[src/rtl/rom_arbiter.sv]
// rom_arbiter: two-port round-robin read arbiter in front of a registered single-port ROM
//   i_clk, i_rst              clock, synchronous active-high reset
//   i_req<n>, i_addr<n>       port n read request and address
//   o_gnt<n>                  port n request accepted (one-cycle pulse)
//   o_rvalid<n>, o_rdata<n>   port n read data valid pulse and held read data
//   o_rom_en, o_rom_addr      ROM read strobe and address (registered ROM returns data next cycle)
//   i_rom_data                ROM read data
//   o_busy                    high while a read is in flight
module rom_arbiter #(
  parameter int ADDR_W = 8,
  parameter int DATA_W = 8
) (
  input  logic              i_clk,
  input  logic              i_rst,
  input  logic              i_req0,
  input  logic [ADDR_W-1:0] i_addr0,
  output logic              o_gnt0,
  output logic              o_rvalid0,
  output logic [DATA_W-1:0] o_rdata0,
  input  logic              i_req1,
  input  logic [ADDR_W-1:0] i_addr1,
  output logic              o_gnt1,
  output logic              o_rvalid1,
  output logic [DATA_W-1:0] o_rdata1,
  output logic              o_rom_en,
  output logic [ADDR_W-1:0] o_rom_addr,
  input  logic [DATA_W-1:0] i_rom_data,
  output logic              o_busy
);
  typedef enum logic [1:0] {IDLE, ISSUE, WAIT} state_t;
  state_t state;
  logic prio, owner, win1;
  // port 1 wins when it is the only requester or when both request and it holds priority
  assign win1 = i_req1 & (~i_req0 | prio);
  assign o_busy = state != IDLE;
  always_ff @(posedge i_clk) begin
    if (i_rst) begin
      state      <= IDLE;
      prio       <= 1'b0;
      owner      <= 1'b0;
      o_gnt0     <= 1'b0;
      o_gnt1     <= 1'b0;
      o_rvalid0  <= 1'b0;
      o_rvalid1  <= 1'b0;
      o_rdata0   <= '0;
      o_rdata1   <= '0;
      o_rom_en   <= 1'b0;
      o_rom_addr <= '0;
    end else begin
      o_gnt0     <= 1'b0;
      o_gnt1     <= 1'b0;
      o_rvalid0  <= 1'b0;
      o_rvalid1  <= 1'b0;
      o_rom_en   <= 1'b0;
      o_rom_addr <= '0;
      case (state)
        IDLE: if (i_req0 | i_req1) begin
          state      <= ISSUE;
          owner      <= win1;
          prio       <= ~win1;
          o_gnt0     <= ~win1;
          o_gnt1     <= win1;
          o_rom_en   <= 1'b1;
          o_rom_addr <= win1 ? i_addr1 : i_addr0;
        end
        ISSUE: state <= WAIT;
        WAIT: begin
          state <= IDLE;
          if (owner) begin
            o_rdata1  <= i_rom_data;
            o_rvalid1 <= 1'b1;
          end else begin
            o_rdata0  <= i_rom_data;
            o_rvalid0 <= 1'b1;
          end
        end
        default: state <= IDLE;
      endcase
    end
  end
endmodule

[config.mk]
export PLATFORM = sky130hd
export DESIGN_NAME = rom_arbiter
export DESIGN_NICKNAME = d
export VERILOG_FILES = /design/src/rtl/rom_arbiter.sv
export SDC_FILE = /design/constraint.sdc
export NUM_CORES = 1
export LEC_CHECK = 0
export CAP_MARGIN = 20
export CORE_MARGIN = 2
export CORE_UTILIZATION = 42
export DETAILED_ROUTE_END_ITERATION = 10
export HOLD_SLACK_MARGIN = 0.12
export MAX_ROUTING_LAYER = met4
export PLACE_DENSITY = 0.83
export SYNTH_ARGS = -nofsm -noshare
export SYNTH_HDL_FRONTEND = slang
export SYNTH_SLANG_ARGS = --single-unit
[constraint.sdc]
create_clock -name i_clk -period 2.8 [get_ports i_clk]
set_input_delay 0.28 -clock i_clk [delete_from_list [all_inputs] [get_ports i_clk]]
set_output_delay 0.28 -clock i_clk [all_outputs]
set_load 0.01 [all_outputs]
==> Word-level counts from Yosys, hierarchy flattened <==
Cells that the tools add are included.
{ "word_totals": {"output_inout_bits": 30, "in_bits": 28, "register_bits": 33} }
{ "op_classes": {"reduce_logical": 8, "muxes": 6, "n_bitwise": 9, "n_eq_ne": 3} }
{ "ops": {"columns": ["cell", "n"], "rows": [
  ["8-bit 2-to-1 mux", 1],
  ["1-bit inverter", 6],
  ["2-bit AND reduction", 3],
  ["2-bit case mux with 2 select lines", 1],
  ["2-bit OR reduction", 2],
  ["1-bit 2-to-1 mux", 3],
  ["3-bit OR reduction", 1],
  ["2-bit by 1-bit equality test with 1-bit output (second input constant)", 1],
  ["2-bit equality test (second input constant)", 1],
  ["2-bit logical NOT", 1],
  ["2-bit 2-to-1 mux", 1],
  ["2-bit != test (second input constant)", 1],
  ["1-bit OR", 2],
  ["2-bit nonzero test", 1],
  ["1-bit AND", 1]
]} }

==> Logic depth before layout (Yosys ltp) <==
Gate-level depths: netlist (run 1).
{ "depth": {"word_depth": 4, "ltp_mapped": 4, "mapped_depth_nobuf": 3} }

==> Least setup slack after synthesis (run 1) <==
OpenSTA, ideal clock, no wires.
{ "synth_path": {"path_type": "reg2reg", "from": "reg state[1]", "to": "reg o_rdata0[5]", "n_path_buf": 1, "stages_incl_launch_ff": 5, "required_ns": 2.672, "period_less_slack_ns": 1.070, "arrival_ns": 0.943, "path_slack_ns": 1.730, "path_cell_list": "dfxtp_1 nor3b_2 buf_6 mux2i_1 nor2_1"} }
{ "synth_between": {"elab_chain_cells": 2} }
{ "synth_lines": {"columns": ["item", "line_no", "source"], "rows": [
  ["from (decl)", "31", "state_t state;"],
  ["from (signal assigned)", "38", "state <= IDLE;"],
  ["from (signal assigned)", "58", "state <= ISSUE;"],
  ["from (signal assigned)", "66", "ISSUE: state <= WAIT;"],
  ["2-bit equality test", "56", "case (state)"],
  ["2-bit AND reduction (no line)", null, null],
  ["to (signal assigned)", "73", "o_rdata0 <= i_rom_data;"],
  ["to (decl)", "19", "output logic [DATA_W-1:0] o_rdata0,"]
]} }
Every way passes these cells.
A chain may end at the register's enable or synchronous reset.

==> Worst setup path in the final report (run 1) <==
{ "layout_path": {"from": "reg state[0]", "to": "out o_busy"} }
{ "layout_between": {"elab_chain_cells": 1} }
{ "layout_lines": {"columns": ["item", "line_no", "source"], "rows": [
  ["2-bit nonzero test", "35", "assign o_busy = state != IDLE;"],
  ["to (decl)", "28", "output logic o_busy"]
]} }
Every way passes these cells.

==> results of run 1 <==
==> power groups by stage <==
stage / registers (mW) / logic [mW] / clock network (mW)
finish: 0.501 / 0.147 / 0.246
global route: 0.505 / 0.159 / 0.278
CTS: 0.502 / 0.148 / 0.258
detailed placement: 0.512 / 0.147 / 0
global placement: 0.511 / 0.143 / 0
floorplan: 0.519 / 0.0540 / 0
==> worst max-delay path by stage <==
stage	from	end	slack, ns	depth (start not counted)
6_report	state[0]	o_busy	1.02	2
3_5_place_dp	i_req1	o_gnt0	1.04	4
3_3_place_gp	i_req1	owner	1.11	4
4_1_cts	state[0]	o_busy	1.0	2
5_1_grt	state[0]	o_busy	0.94	2
2_1_floorplan	state[1]	o_rdata0[5]	1.73	4
==> synth_stat cells (2+ instances only) <==
| master | number | share of area (%) |
|---|---|---|
| clkbuf_1 | 3 | 0.96 |
| nand3_1 | 8 | 3.4 |
| nor3b_1 | 2 | 1.3 |
| buf_2 | 2 | 0.85 |
| and2b_1 | 2 | 1.3 |
| a21oi_1 | 9 | 3.8 |
| nor2_1 | 18 | 5.7 |
| inv_1 | 4 | 1.3 |
| mux2i_1 | 17 | 14 |
| o21ai_0 | 9 | 3.8 |
| dfxtp_1 | 33 | 56 |
==> layout make-up <==
type	instances	area, um^2	area share, %
multi-input cells	74	463	25.6
repair buffers	59	586	32.3
flip-flops and latches	33	661	36.5
inverters	4	15.0	0.829
well taps	31	38.8	2.14
clock buffers	8	48.8	2.69
==> logic make-up (layout without fill, tap and decap cells) <==
kind of cell           after synthesis  after routing  share of synthesized area (%)
multiplexers                        17             17                           14.4
flip-flops                          33             33                           56.1
AO/OA/AOI/OAI                       19             19                           8.17
buffers and inverters               11             71                           4.67
AND/OR/NAND/NOR                     38             38                           16.7
==> flip-flops by register name, summed over array words and instances (netlist names) <==
signal	cells
o_rdata0	8
o_rdata1	8
o_rom_addr	8
state	2
o_gnt0	1
o_gnt1	1
o_rom_en	1
o_rvalid0	1
o_rvalid1	1
owner	1
prio	1
==> per-layer routing <==
layer / wire length, um / part of all wire (%) / global-route usage [%] / vias up
met5: 0 / 0 / - / -
met4: 71 / 2.6 / 9.97 / 0
met3: 341 / 12 / 11.1 / 7
met2: 1210 / 44 / 29.9 / 62
met1: 1120 / 41 / 19.0 / 471
li1: - / - / - / 516
==> worst max-delay path: cells and delay by family (launching register included) <==
family | cells | cell delay (ns)
buf+inv | 1 | 0.50
flops | 1 | 0.38
simple gates | 1 | 0.31
==> per-stage QoR <==
stage / instance area, um^2 / util, % / hold WS [ns]
finish: 1810 / 66.9 / 0.500
global route: 1810 / 66.9 / 0.513
CTS: 1810 / 66.9 / 0.505
detailed placement: 1760 / 65.1 / 0.485
global placement: 1760 / 65.1 / 0.475
floorplan: 1180 / - / 0.424
==> Implementation_results.wiki, run 1 <==
{| class="wikitable"
! Metric !! Value
|-
| Setup repair after global routing missed its margin || false
|-
| Half-perimeter wire length of the detailed placement result || 2.00 mm
|-
| Final-report hold violation count || 0
|-
| Final worst-path cycle share || 63.7%
|-
| Post-route total power || 0.894 mW
|-
| Worst ir drop on vdd || 0.456 mV
|-
| Result of the run || completed
|-
| Clock sink total || 33
|-
| Routed length per placed instance || 13.1 um
|-
| Reg2reg path depth || 3
|-
| Required time of the critical path || 2.52 ns
|-
| Net count after synthesis || 146
|-
| Critical R2R Launch || state[1]
|-
| Ratio of total power to cell area || 493 nW/um^2
|-
| Die outline area || 3250 um^2
|-
| Leakage power figure || 0.741 nW
|-
| Starting density of the core || 43.5%
|-
| Max frequency || 561 MHz
|-
| Total internal power || 0.678 mW
|-
| Average size of a mapped cell || 9.99 um^2
|-
| Hold_buf cts || 0
|-
| Post-synthesis cell area || 1180 um^2
|-
| Number of setup buffers added after CTS || 0
|-
| Final antenna diode count || 0
|-
| Top flip-flop cell by instance count after synthesis || dfxtp_1
|-
| Root Driver || clkbuf_4
|-
| Relative slew margins || 41.2%
|-
| Total setup violations reported at the end of the flow || 0
|-
| Post-layout nets || 205
|-
| Worst min-delay path startpoint || o_rdata1[5]
|-
| Switching fraction of total power || 24.2%
|-
| Critical path class || reg2out
|-
| DIE WIDTH || 57.0 um
|-
| Layout cell share with drive strength beyond 1 || 5.06%
|-
| Count of port buffers added during placement || 57
|-
| Yosys cell types || 22
|-
| Cell Chain, Critical Path || or2_2 -> clkdlybuf4s50_1
|-
| Net load switching power || 0.216 mW
|-
| Share of the yosys chip area belonging to registers || 56.1%
|-
| Chip height || 57.0 um
|-
| Worst endpoint data arrival time || 1.50 ns
|-
| Element type at the critical path start || flip-flop
|-
| Worst setup slack for register-to-register paths || 1.20 ns
|-
| Worst min path class || reg2reg
|-
| Number of maximum-capacitance constraint violations || 0
|-
| Syn-to-layout area delta || 53.7%
|-
| Final critical path time including I/O delays and setup || 1.78 ns
|-
| Via count of the first global-routing pass || 1049
|-
| Post-detailed-routing wire length || 2.75 mm
|-
| Count of flip-flops with a built-in enable after synthesis || 0
|-
| Worst path setup slack after routing || 1.02 ns
|-
| Number of H-tree levels || 2
|-
| Actual slew at the worst max-slew pin || 0.878 ns
|-
| Overall fraction of global-route tracks in use || 19.2%
|-
| Filler-free cell count of the finished design || 209
|-
| Post-placement cell count || 201
|-
| Synth Warn # || 0
|-
| Number of remaining DRC errors || 0
|-
| Setup total negative slack || 0 ns
|-
| Combinational cell fraction of total power || 16.4%
|-
| Number of instances in the synthesized netlist || 118
|-
| Critical-path top delay cell || clkdlybuf4s50_1
|-
| Setup crit end kind || output port
|-
| Part of the power in registers || 56.1%
|-
| Worst reg2reg endpoint || o_rdata0[6]
|-
| Core box area || 2710 um^2
|-
| TritonCTS clock tree || built
|-
| # IOs || 58
|-
| Post-placement worst setup slack || 1.04 ns
|-
| Count of antenna-violating nets left after detailed routing || 0
|-
| Top fanout value on the critical path || 7
|-
| Hold Path Depth || 2
|-
| Number of clock buffers inserted by TritonCTS || 5
|-
| Number of vias per cell || 5.05
|-
| Filler cell count || 227
|-
| Commonest non-fill, non-tap cell in the layout || clkdlybuf4s50_1
|-
| Wire length of the first global-routing pass || 4.61 mm
|-
| Clock-pin transition on the worst setup and hold timing paths || 0.09 ns
|-
| Flip-flop and latch count after synthesis || 33
|-
| Congestion Overflow GR || 0
|-
| Max clock buf depth || 2
|-
| Top library cells by usage in the layout, fill and taps aside || clkdlybuf4s50_1, dfxtp_1, nor2_1
|-
| Std-Cell Rows || 19
|-
| Placer's final routability congestion estimate || 0.874
|-
| Highest cell delay on the worst timing path || 0.50 ns
|-
| Clock Power Share || 27.5%
|-
| Post-route clock skew || 0.00542 ns
|-
| Initial antenna violation count || 0
|-
| Total via count after detailed routing || 1056
|-
| Initial drt markers || 17
|-
| Max-slew violation total from the final report || 0
|-
| Maximum number of pins on one net before global-route repair || 23
|-
| Fraction of synthesis flops using an asynchronous set or reset pin || 0%
|-
| Clock latency at the later pin of the worst-skew pair || 0.33 ns
|-
| Quantity of gates resized following cts || 0
|-
| Number of iterations in the first detailed-routing pass || 4
|-
| Worst hold path endpoint || o_rdata1[5]
|}
Power figures use the tool's default switching activity.
==> run 2, diff against run 1 <==
--- a/config.mk
+++ b/config.mk
@@ -7,11 +7,11 @@
 export LEC_CHECK = 0
 export CAP_MARGIN = 20
 export CORE_MARGIN = 2
-export CORE_UTILIZATION = 42
+export CORE_UTILIZATION = 39
 export DETAILED_ROUTE_END_ITERATION = 10
 export HOLD_SLACK_MARGIN = 0.12
 export MAX_ROUTING_LAYER = met4
-export PLACE_DENSITY = 0.83
+export PLACE_DENSITY = 0.78
 export SYNTH_ARGS = -nofsm -noshare
 export SYNTH_HDL_FRONTEND = slang
 export SYNTH_SLANG_ARGS = --single-unit
==> constraint.sdc (replaced) <==
create_clock -name i_clk -period 1.72 [get_ports i_clk]
set_input_delay 0.172 -clock i_clk [delete_from_list [all_inputs] [get_ports i_clk]]
set_output_delay 0.172 -clock i_clk [all_outputs]
set_load 0.01 [all_outputs]
==> Implementation_results.wiki, run 2 (synthesized netlist as in run 1, its figures left out) <==
{| class="wikitable"
! Metric !! Value
|-
| Result of the run || complete, but fails checks (was completed)
|-
| Failing checks || DRC
|-
| Setup repair after global routing missed its margin || false (unchanged)
|-
| Post-route total power || 1.66 mW (was 0.894 mW)
|-
| Clock-pin transition on the worst setup and hold timing paths || 0.10 ns (was 0.09 ns)
|-
| Number of vias per cell || 4.97 (was 5.05)
|-
| Core box area || 2810 um^2 (was 2710 um^2)
|-
| Number of clock buffers inserted by TritonCTS || 5 (unchanged)
|-
| Top library cells by usage in the layout, fill and taps aside || clkdlybuf4s50_1, dfxtp_1, nor2_1 (unchanged)
|-
| TritonCTS clock tree || built (unchanged)
|-
| Actual slew at the worst max-slew pin || 0.571 ns (was 0.878 ns)
|-
| Total setup violations reported at the end of the flow || 0 (unchanged)
|-
| Final-report hold violation count || 0 (unchanged)
|-
| Initial antenna violation count || 0 (unchanged)
|-
| Leakage power figure || 0.770 nW (was 0.741 nW)
|-
| Element type at the critical path start || flip-flop (unchanged)
|-
| DIE WIDTH || 59.0 um (was 57.0 um)
|-
| Post-placement cell count || 203 (was 201)
|-
| Setup total negative slack || 0 ns (unchanged)
|-
| Required time of the critical path || 1.55 ns (was 2.52 ns)
|-
| Chip height || 59.0 um (was 57.0 um)
|-
| Ratio of total power to cell area || 890 nW/um^2 (was 493 nW/um^2)
|-
| Max-slew violation total from the final report || 0 (unchanged)
|-
| Root Driver || clkbuf_4 (unchanged)
|-
| Number of iterations in the first detailed-routing pass || 8 (was 4)
|-
| Std-Cell Rows || 19 (unchanged)
|-
| Clock latency at the later pin of the worst-skew pair || 0.34 ns (was 0.33 ns)
|-
| Critical path class || reg2out (unchanged)
|-
| Number of H-tree levels || 2 (unchanged)
|-
| Post-layout nets || 207 (was 205)
|-
| Count of antenna-violating nets left after detailed routing || 0 (unchanged)
|-
| Commonest non-fill, non-tap cell in the layout || clkdlybuf4s50_1 (unchanged)
|-
| Maximum number of pins on one net before global-route repair || 22 (was 23)
|-
| Post-detailed-routing wire length || 2.90 mm (was 2.75 mm)
|-
| Final worst-path cycle share || 95.8%
|-
| Initial drt markers || 40 (was 17)
|-
| Max frequency || 607 MHz
|-
| Layout cell share with drive strength beyond 1 || 7.78% (was 5.06%)
|-
| Setup crit end kind || output port (unchanged)
|-
| Final antenna diode count || 0 (unchanged)
|-
| Number of maximum-capacitance constraint violations || 0 (unchanged)
|-
| Starting density of the core || 42.0% (was 43.5%)
|-
| Die outline area || 3480 um^2 (was 3250 um^2)
|-
| Filler-free cell count of the finished design || 211 (was 209)
|-
| Total via count after detailed routing || 1049 (was 1056)
|-
| Placer's final routability congestion estimate || 0.821 (was 0.874)
|-
| Routed length per placed instance || 13.7 um (was 13.1 um)
|-
| Clock sink total || 33 (unchanged)
|-
| Hold slack final || 0.404 ns (was 0.500 ns)
|-
| Relative slew margins || 61.8% (was 41.2%)
|-
| Final critical path time including I/O delays and setup || 1.65 ns
|-
| Worst endpoint data arrival time || 1.48 ns (was 1.50 ns)
|-
| Number of remaining DRC errors || 8 (was 0)
|-
| Worst ir drop on vdd || 0.668 mV (was 0.456 mV)
|-
| Wire length of the first global-routing pass || 4.49 mm (was 4.61 mm)
|-
| Count of port buffers added during placement || 57 (unchanged)
|-
| Max clock buf depth || 2 (unchanged)
|-
| Hold_buf cts || 0 (unchanged)
|-
| Via count of the first global-routing pass || 1071 (was 1049)
|-
| Worst min path class || in2reg (was reg2reg)
|-
| # IOs || 58 (unchanged)
|-
| Half-perimeter wire length of the detailed placement result || 2.13 mm (was 2.00 mm)
|-
| Overall fraction of global-route tracks in use || 18.3% (was 19.2%)
|-
| Syn-to-layout area delta || 58.2% (was 53.7%)
|-
| Congestion Overflow GR || 0 (unchanged)
|-
| Top fanout value on the critical path || 7 (unchanged)
|-
| Filler cell count || 243 (was 227)
|-
| Largest registers in the final layout || o_rdata0 (8), o_rdata1 (8), o_rom_addr (8) (unchanged)
|-
| Post-route clock skew || 0.0131 ns (was 0.00542 ns)
|}
[run 2: area by class of cell]
type / count / area (um^2) / share of cell area (%)
sequential: 33 / 662 / 35.5
timing repair buffer: 61 / 601 / 32.2
multi-input combinational: 74 / 463 / 24.8
clock buffer: 7 / 55.1 / 2.95
tap: 31 / 38.8 / 2.08
clock inverter: 1 / 30.0 / 1.61
inverter: 4 / 15.0 / 0.805
[run 2: final timing paths]
kind / startpoint / end / slack (ns) / cells past startpoint
hold / removal: i_addr1[3] / o_rom_addr[3] / 0.40 / 3
setup / recovery: state[0] / o_busy / 0.07 / 2
setup reg to reg: state[1] / o_rdata1[3] / 0.38 / 3
hold reg to reg: o_rdata1[0] / o_rdata1[0] / 0.51 / 2
[run 2: worst max-delay path, stage by stage (launching register included)]
cell and delay (ns):
dfxtp_2 0.36, or2_2 0.29, clkdlybuf4s50_1 0.48
[run 2: routing by layer]
metal | up-vias | global-route usage, % | part of all wire, %
met2 | 58 | 32.1 | 45
met5 | - | - | 0
met4 | 0 | 5.84 | 1.2
li1 | 522 | - | -
met1 | 463 | 17.4 | 40
met3 | 6 | 9.17 | 13
[run 2: what timing repair did]
item,in CTS,in global routing
resized for setup,0,1
endpoints found under the setup margin,0,1
hold endpoints to repair,0,0
setup buffers,0,0
[run 2: report_power, final]
| group | switching [mW] | total, mW | internal [mW] |
|---|---|---|---|
| Sequential | 0.0179 | 0.816 | 0.799 |
| Clock | 0.252 | 0.599 | 0.347 |
| Combinational | 0.0978 | 0.244 | 0.146 |
[run 2: stage by stage]
step / instance area, um^2 / setup WS, ns / util (%)
after global routing: 1860 / 0.0139 / 66.5
after detailed placement: 1780 / 0.309 / 63.4
after CTS: 1860 / 0.0205 / 66.4
after global placement: 1780 / 0.355 / 63.4
after floorplan: 1180 / 0.650 / -
final: 1860 / 0.0722 / 66.5
==> run 3, diff against run 2 <==
--- a/config.mk
+++ b/config.mk
@@ -11,7 +11,7 @@
 export DETAILED_ROUTE_END_ITERATION = 10
 export HOLD_SLACK_MARGIN = 0.12
 export MAX_ROUTING_LAYER = met4
-export PLACE_DENSITY = 0.78
+export PLACE_DENSITY_LB_ADDON = 0.25
 export SYNTH_ARGS = -nofsm -noshare
 export SYNTH_HDL_FRONTEND = slang
 export SYNTH_SLANG_ARGS = --single-unit
==> Implementation_results.wiki, run 3 (synthesized netlist as in run 1, its figures left out) <==
{| class="wikitable"
! Metric !! Value
|-
| Number of maximum-capacitance constraint violations || 0 (unchanged)
|-
| Top library cells by usage in the layout, fill and taps aside || clkdlybuf4s50_1, dfxtp_1, nor2_1 (unchanged)
|-
| Total setup violations reported at the end of the flow || 0 (unchanged)
|-
| Element type at the critical path start || flip-flop (unchanged)
|-
| Post-layout nets || 207 (unchanged)
|-
| Via count of the first global-routing pass || 1026 (was 1071)
|-
| Max frequency || 608 MHz (was 607 MHz)
|-
| Worst reg2reg endpoint || o_rdata1[7] (was o_rdata1[3])
|-
| Failing checks || DRC (unchanged)
|-
| TritonCTS clock tree || built (unchanged)
|-
| Cell type group with the largest total delay on the critical path || buffers and inverters (unchanged)
|-
| Clock latency at the later pin of the worst-skew pair || 0.33 ns (was 0.34 ns)
|-
| Clock Power Share || 36.2% (was 36.1%)
|-
| Worst min-delay path startpoint || i_addr0[5] (was i_addr1[3])
|-
| Sequential standard cell area || 662 um^2 (unchanged)
|-
| Hold Path Depth || 3 (unchanged)
|-
| Count of port buffers added during placement || 57 (unchanged)
|-
| Post-placement worst setup slack || 0.317 ns (was 0.309 ns)
|-
| Setup repair after global routing missed its margin || false (unchanged)
|-
| Post-DP Area || 1780 um^2 (unchanged)
|-
| Final-report hold violation count || 0 (unchanged)
|-
| Required time of the critical path || 1.55 ns (about the same)
|-
| Congestion Overflow GR || 0 (unchanged)
|-
| Net load switching power || 0.368 mW (was 0.367 mW)
|-
| Worst hold path endpoint || o_rom_addr[5] (was o_rom_addr[3])
|-
| Worst min path class || in2reg (unchanged)
|-
| Filler cell count || 246 (was 243)
|-
| Top fanout value on the critical path || 7 (unchanged)
|-
| Post-placement cell count || 203 (unchanged)
|-
| Number of iterations in the first detailed-routing pass || 10 (was 8)
|-
| Max-slew violation total from the final report || 0 (unchanged)
|-
| # IOs || 58 (unchanged)
|-
| Die outline area || 3480 um^2 (unchanged)
|-
| Placer's final routability congestion estimate || 0.714 (was 0.821)
|-
| Ratio of total power to cell area || 890 nW/um^2 (about the same)
|-
| Number of H-tree levels || 2 (unchanged)
|-
| Clock-pin transition on the worst setup and hold timing paths || 0.10 ns (about the same)
|-
| Critical R2R Launch || state[1] (unchanged)
|-
| Layout cell share with drive strength beyond 1 || 7.78% (unchanged)
|-
| Core box area || 2810 um^2 (unchanged)
|-
| Final antenna diode count || 0 (unchanged)
|-
| Leakage power figure || 0.770 nW (unchanged)
|-
| Final critical path time including I/O delays and setup || 1.64 ns (was 1.65 ns)
|-
| Routed length per placed instance || 13.2 um (was 13.7 um)
|-
| Number of vias per cell || 4.93 (was 4.97)
|-
| Overall fraction of global-route tracks in use || 18.7% (was 18.3%)
|-
| Critical-path top delay cell || clkdlybuf4s50_1 (unchanged)
|-
| DIE WIDTH || 59.0 um (unchanged)
|-
| Count of antenna-violating nets left after detailed routing || 0 (unchanged)
|-
| Total internal power || 1.29 mW (about the same)
|-
| Filler-free cell count of the finished design || 211 (unchanged)
|-
| Root Driver || clkbuf_4 (unchanged)
|-
| Syn-to-layout area delta || 58.2% (unchanged)
|-
| Part of the power in registers || 49.2% (about the same)
|-
| Initial drt markers || 43 (was 40)
|-
| Switching fraction of total power || 22.2% (was 22.1%)
|-
| Half-perimeter wire length of the detailed placement result || 2.00 mm (was 2.13 mm)
|-
| Setup total negative slack || 0 ns (unchanged)
|-
| Post-route total power || 1.66 mW (about the same)
|-
| Highest cell delay on the worst timing path || 0.49 ns (was 0.48 ns)
|-
| Post-layout util || 66.5% (unchanged)
|-
| Max clock buf depth || 2 (unchanged)
|-
| Actual slew at the worst max-slew pin || 0.601 ns (was 0.571 ns)
|-
| Final worst-path cycle share || 95.6% (was 95.8%)
|-
| Maximum number of pins on one net before global-route repair || 22 (unchanged)
|-
| Initial antenna violation count || 0 (unchanged)
|-
| Clock sink total || 33 (unchanged)
|-
| Critical path class || reg2out (unchanged)
|-
| Reg2reg path depth || 3 (unchanged)
|-
| Starting density of the core || 42.0% (unchanged)
|-
| Chip height || 59.0 um (unchanged)
|-
| Area of the multi-input gates || 463 um^2 (unchanged)
|-
| Worst path setup slack after routing || 0.0760 ns (was 0.0722 ns)
|-
| Hold slack final || 0.402 ns (was 0.404 ns)
|-
| Post-route clock skew || 0.00607 ns (was 0.0131 ns)
|-
| Worst setup slack for register-to-register paths || 0.35 ns (was 0.38 ns)
|-
| Worst endpoint data arrival time || 1.47 ns (was 1.48 ns)
|-
| Combinational cell fraction of total power || 14.6% (was 14.7%)
|-
| Setup crit end kind || output port (unchanged)
|-
| Bufs and invs on worst path || 1 (unchanged)
|-
| Std-Cell Rows || 19 (unchanged)
|-
| Result of the run || complete, but fails checks (unchanged)
|-
| Number of remaining DRC errors || 3 (was 8)
|-
| Relative slew margins || 59.8% (was 61.8%)
|-
| Wire length of the first global-routing pass || 4.62 mm (was 4.49 mm)
|-
| Number of clock buffers inserted by TritonCTS || 5 (unchanged)
|-
| Commonest non-fill, non-tap cell in the layout || clkdlybuf4s50_1 (unchanged)
|-
| Post-detailed-routing wire length || 2.80 mm (was 2.90 mm)
|-
| Worst ir drop on vdd || 0.684 mV (was 0.668 mV)
|-
| Largest registers in the final layout || o_rdata0 (8), o_rdata1 (8), o_rom_addr (8) (unchanged)
|-
| Cell Chain, Critical Path || or2_2 -> clkdlybuf4s50_1 (unchanged)
|-
| Total via count after detailed routing || 1041 (was 1049)
|-
| Final Instance Area || 1860 um^2 (unchanged)
|}
-- run 3: cell counts in the layout (fill, tap and decap cells not counted) --
No cell type changed its count.
-- run 3: tightest hold or removal path, cell delays in order --
cell	delay [ns]
clkdlybuf4s50_1	0.39
o21ai_0	0.07
a21oi_1	0.06
-- run 3: power groups by stage --
stage / registers [mW] / clock network, mW / logic (mW)
6_report: 0.816 / 0.601 / 0.243
5_1_grt: 0.822 / 0.653 / 0.264
4_1_cts: 0.816 / 0.614 / 0.244
3_5_place_dp: 0.834 / 0 / 0.242
3_3_place_gp: 0.832 / 0 / 0.238
2_1_floorplan: 0.845 / 0 / 0.0879
-- run 3: layout make-up --
type                       count  share of cell area [%]
tap                           31                    2.08
inverter                       4                   0.805
clock inverter                 1                    1.61
clock buffer                   7                    2.95
timing repair buffer          61                    32.2
multi-input combinational     74                    24.8
sequential                    33                    35.5
-- run 3: how the worst max path moves through the flow --
stage / cells after the start / slack, ns / to / from
after CTS: 2 / 0.03 / o_busy / state[0]
final: 2 / 0.08 / o_busy / state[1]
after floorplan: 4 / 0.65 / o_rdata0[5] / state[1]
after global routing: 2 / 0.003 / o_busy / state[1]
after global placement: 5 / 0.36 / o_rom_addr[0] / i_req1
after detailed placement: 5 / 0.32 / o_rom_addr[3] / i_req1
-- run 3: routing by layer --
layer,vias to the layer above,global-route usage [%],routed length [um]
li1,522,-,-
met1,475,20.9,1190
met2,38,29.2,1350
met3,6,6.99,193
met4,0,9.74,56
met5,-,-,0
-- run 3: timing repair --
action	4_1_cts	5_1_grt
gates resized for setup	0	1
buffers inserted	0	0
hold buffers	0	0
endpoints found under the setup margin	0	1
